**src/rtl/psi_seq_ctrl.sv**
```systemverilog
// -----------------------------------------------------------------------------
// psi_seq_ctrl
//
// Sequential controller for the private-set-intersection datapath. The n
// parties' b-bit membership bitmaps arrive one per handshake on a shared input
// channel. Each accepted bitmap is folded into an AND accumulator. When all n
// bitmaps have been folded in, the block holds the intersection bitmap and its
// cardinality on a valid/ready output channel until downstream accepts it.
//
// Parameters
//   b  : bitmap width (b >= 1)
//   n  : parties per intersection (n >= 1)
//   The cardinality width is derived as $clog2(b+1). It is not overridable.
//
// Ports
//   clk        : rising-edge clock
//   rst        : synchronous, active-high reset; clears any round in progress
//   in_set     : current party's membership bitmap
//   in_valid   : in_set is valid
//   in_ready   : block accepts in_set this cycle (low while a result is held)
//   out_set    : intersection bitmap (meaningful only while out_valid)
//   out_count  : popcount of out_set (meaningful only while out_valid)
//   out_valid  : result valid
//   out_ready  : downstream accepts the result
//   party_idx  : number of sets accepted in the current round
//   busy       : a round is in progress (state != IDLE)
//   abort      : only with PSI_ABORT_EN defined. Returns to IDLE from any
//                state and drops any transfer or handshake in the same cycle.
//
// Configuration macro: PSI_ABORT_EN (adds the abort input).
// -----------------------------------------------------------------------------
module psi_seq_ctrl #(
  parameter int b = 10,
  parameter int n = 4
) (
  input  logic                   clk,
  input  logic                   rst,
`ifdef PSI_ABORT_EN
  input  logic                   abort,
`endif
  input  logic [b-1:0]           in_set,
  input  logic                   in_valid,
  output logic                   in_ready,
  output logic [b-1:0]           out_set,
  output logic [$clog2(b+1)-1:0] out_count,
  output logic                   out_valid,
  input  logic                   out_ready,
  output logic [$clog2(n):0]     party_idx,
  output logic                   busy
);

  localparam int CW = $clog2(b+1);
  localparam int PW = $clog2(n) + 1;

  typedef enum logic [1:0] {
    IDLE  = 2'd0,
    ACCUM = 2'd1,
    OUT   = 2'd2
  } state_t;

  // Population count of a bitmap. The sum never exceeds b, so it fits in CW
  // bits by construction.
  function automatic logic [CW-1:0] popcount(input logic [b-1:0] v);
    logic [CW-1:0] sum;
    sum = '0;
    for (int i = 0; i < b; i++) begin
      sum = sum + CW'(v[i]);
    end
    return sum;
  endfunction

  state_t          state_p0, state_nxt;
  logic [b-1:0]    acc_p0,   acc_nxt;
  logic [CW-1:0]   cnt_p0,   cnt_nxt;
  logic [PW-1:0]   idx_p0,   idx_nxt;
  logic            xfer;
  logic [b-1:0]    acc_and;

  assign in_ready  = (state_p0 != OUT);
  assign xfer      = in_valid & in_ready;
  assign acc_and   = acc_p0 & in_set;

  assign out_set   = acc_p0;
  assign out_count = cnt_p0;
  assign out_valid = (state_p0 == OUT);
  assign party_idx = idx_p0;
  assign busy      = (state_p0 != IDLE);

  // Next-state and accumulator update
  always_comb begin
    state_nxt = state_p0;
    acc_nxt   = acc_p0;
    cnt_nxt   = cnt_p0;
    idx_nxt   = idx_p0;

    unique case (state_p0)
      IDLE: begin
        if (xfer) begin
          acc_nxt = in_set;
          idx_nxt = PW'(1);
          if (n == 1) begin
            // A single-party round completes on its first transfer. The
            // count is captured on the same edge as the final acc.
            state_nxt = OUT;
            cnt_nxt   = popcount(in_set);
          end else begin
            state_nxt = ACCUM;
          end
        end
      end

      ACCUM: begin
        if (xfer) begin
          acc_nxt = acc_and;
          idx_nxt = idx_p0 + PW'(1);
          if (idx_p0 == PW'(n - 1)) begin
            state_nxt = OUT;
            cnt_nxt   = popcount(acc_and);
          end
        end
      end

      OUT: begin
        // in_ready is low here, so in_valid is ignored. acc is left as is.
        if (out_ready) begin
          state_nxt = IDLE;
          idx_nxt   = '0;
        end
      end

      default: begin
        state_nxt = IDLE;
        idx_nxt   = '0;
      end
    endcase

`ifdef PSI_ABORT_EN
    // abort overrides any transfer or handshake in the same cycle.
    if (abort) begin
      state_nxt = IDLE;
      idx_nxt   = '0;
      acc_nxt   = acc_p0;
      cnt_nxt   = cnt_p0;
    end
`endif
  end

  // State register stage
  always_ff @(posedge clk) begin
    if (rst) begin
      state_p0 <= IDLE;
      acc_p0   <= '0;
      cnt_p0   <= '0;
      idx_p0   <= '0;
    end else begin
      state_p0 <= state_nxt;
      acc_p0   <= acc_nxt;
      cnt_p0   <= cnt_nxt;
      idx_p0   <= idx_nxt;
    end
  end

endmodule

```
**config.mk**
```make
export PLATFORM = sky130hd
export DESIGN_NAME = psi_seq_ctrl
export DESIGN_NICKNAME = d
export VERILOG_FILES = /design/src/rtl/psi_seq_ctrl.sv
export SDC_FILE = /design/constraint.sdc
export NUM_CORES = 1
export LEC_CHECK = 0
export BUFFER_PORTS_ARGS = -buffer_cell sky130_fd_sc_hd__clkbuf_2
export CAP_MARGIN = 20
export CELL_PAD_IN_SITES_DETAIL_PLACEMENT = 1
export CELL_PAD_IN_SITES_GLOBAL_PLACEMENT = 1
export CORE_MARGIN = 5
export CORE_UTILIZATION = 35
export CTS_CLUSTER_SIZE = 40
export DETAILED_ROUTE_END_ITERATION = 8
export PLACE_DENSITY_LB_ADDON = 0.1
export SLEW_MARGIN = 10
export SYNTH_ARGS = -nofsm -noshare
export SYNTH_HDL_FRONTEND = slang
export SYNTH_SLANG_ARGS = --single-unit
export TNS_END_PERCENT = 50
```
**constraint.sdc**
```tcl
create_clock -name clk -period 3.7 [get_ports clk]
set_input_delay 0.74 -clock clk [delete_from_list [all_inputs] [get_ports clk]]
set_output_delay 0.74 -clock clk [all_outputs]
set_load 0.005 [all_outputs]
```
==> out/results.ini <==
[outcome]
status=completed

[clocking]
clk_path_buf_depth=2
cts_tree=done
cts.repair.resized=0
hold_buffers=0
clock_sinks=19
cts-root-buf=clkbuf_4
cts.reportedPaths.clkPinSlew_ns=0.11
h-tree-depth=1
post-cts-setup-buffer-count=0
clk_latency_ns=0.31
cts-buffers-inserted=3

[sta]
finClkSkew_ns=0.00150
hold_viol=0
setup_viol=0
slew_violations=0
rsz0062_at_grt=false
worst_pin_slew_ns=0.508
relSlewSlack_pct=66.1
setup_tns_ns=0
post-route-period-util_pct=84.6
final.setup.worst_slack_ns=0.572
max_freq_mhz=320
finalCriticalPeriod_ns=3.13

[critical_path]
end_kind=register
critPathKind=in2reg
cp.arrival_ns=3.36
critPathRequiredTime_ns=3.93
r2r-start=out_set[3]$_SDFFE_PP0P_
start_kind=input port
critPathMaxFanout=2
cp-startpoint=in_set[3]

[yosys]
synth_area_leader_cell=dfxtp_1
synthTopCellsByCount=26 x nor2_1, 19 x dfxtp_1, 12 x nand2_1
ys_seq_area_share_pct=36.9
synth.net_count=143
ys_ff_latch=19
synthArstFlopShare_pct=0
ys_warn_count=0
synth_top_area_share_pct=36.9
syn_avg_cell_area_um2=8.65
synth_ff_type=dfxtp_1
syn_inst=119
ys_types=27
synth_area_leaders=dfxtp_1 37%, fa_1 12%, nor2_1 9.5%
synth-edff-count=0
yosysMostFrequentCell=nor2_1
synthesis.area_um2=1030

[global_route]
grt_pass1_vias=962
gr-total-overflow=0
grt_util_all_layers_pct=13.8
antenna_found_initial=0
grt_max_degree=20
grt_pass1_wl_mm=4.46

[route]
num_vias=915
vias_per_cell=5.08
drt_pass1_iterations=3
drt_iter0_markers=11
ant_nets=0
drc=0
wl_per_cell_um=14.0
wl_mm=2.52

[floorplanning]
io_pins=34
core-area_um2=2780
fp-row-count=19
die-area_um2=4130
die_x_um=64.2
initial_core_util_pct=37.0
die_h_um=64.2

[power]
fin_total_pwr_uw=411
power_density_nw_per_um2=340
total_leakage_power_uw=0.000543
ir_worst_vdd_v=0.000234

[hold_path]
hp-class=reg2reg
hold_start=out_count[3]$_SDFFE_PP0P_

[place]
dpl_worst_slack_ns=0.226
post-dp-hpwl_mm=1.95
io_buffer_count=33
place.gp.congestion=0.678

[final_layout]
final_util_pct=43.5
multi_input_area_um2=576
n_antenna_cell=0
regArea_um2=380
drive_above_1_share_pct=26.8
nets=174
synthToLayoutAreaGrowth_pct=17.4
nFillCells=357

[job]
drv_cap=0

## where the power goes
part	switching [µW]	internal, µW
Sequential	9.74	214
Combinational	40.7	34.0
Clock	70.1	42.1
Total	121	290
## layout make-up
| cell class | instances | area share (%) |
|---|---|---|
| multi-input cells | 87 | 47.6 |
| flip-flops and latches | 19 | 31.5 |
| repair buffers | 33 | 13.7 |
| well taps | 31 | 3.21 |
| clock buffers | 4 | 2.17 |
| inverters | 6 | 1.86 |
## per-layer routing
layer | GRT usage [%] | up-vias | part of all wire, %
li1 | - | 457 | -
met1 | 17.5 | 433 | 45
met2 | 21.8 | 20 | 48
met3 | 2.63 | 5 | 4.6
met4 | 7.63 | 0 | 2.4
met5 | 0 | - | 0
## stage by stage
stage / cell area [µm²] / cells / hold WS (ns)
global route: 1210 / 180 / 0.496
finish: 1210 / 180 / 0.467
CTS: 1210 / 180 / 0.472
detailed placement: 1180 / 176 / 0.455
global placement: 1180 / 176 / 0.443
floorplan: 1030 / 119 / 0.448
## layout by cell type, fill, tap and decap left out
master / count
nand3_1: 1
nor2_1: 26
or2_2: 2
nor3_1: 11
a211oi_1: 2
nand2b_1: 2
a21oi_1: 7
nor3b_1: 1
or3_1: 2
clkbuf_4: 3
and2_1: 1
clkbuf_1: 1
and4b_1: 1
nor4bb_1: 1
a31oi_1: 1
nand4b_4: 1
o21ai_0: 3
ha_1: 4
clkbuf_2: 33
nor3b_4: 1
fa_1: 6
nand4b_1: 1
xnor2_1: 1
nand2_1: 12
dfxtp_1: 19
inv_1: 6
## registers in the layout, indices dropped and copies added (netlist names)
name	cells
party_idx	3
out_count	4
out_set	10
state_p0	2
## worst paths after layout
| check | end | slack, ns | cells past startpoint |
|---|---|---|---|
| min | out_count[3]$_SDFFE_PP0P_ | 0.47 | 2 |
| max | out_count[2]$_SDFFE_PP0P_ | 0.57 | 11 |
| max reg2reg | out_count[2]$_SDFFE_PP0P_ | 0.69 | 10 |
| min reg2reg | out_count[3]$_SDFFE_PP0P_ | 0.47 | 2 |
## kinds of logic (layout without fill, tap and decap cells)
logic type	Yosys count	in the layout	share of synthesized area, %
xor+xnor	1	1	0.851
simple gates	63	63	31.6
compound gates	13	13	6.93
buf+inv	13	43	7.17
flops	19	19	36.9
fa+ha+maj	10	10	16.5
## worst max-delay path, cell delays in order
cell	delay, ns
clkbuf_2	0.09
nand2_1	0.07
fa_1	0.50
fa_1	0.53
fa_1	0.41
inv_1	0.07
ha_1	0.15
inv_1	0.06
fa_1	0.40
xnor2_1	0.13
a211oi_1	0.21
Power figures use the tool's default switching activity.
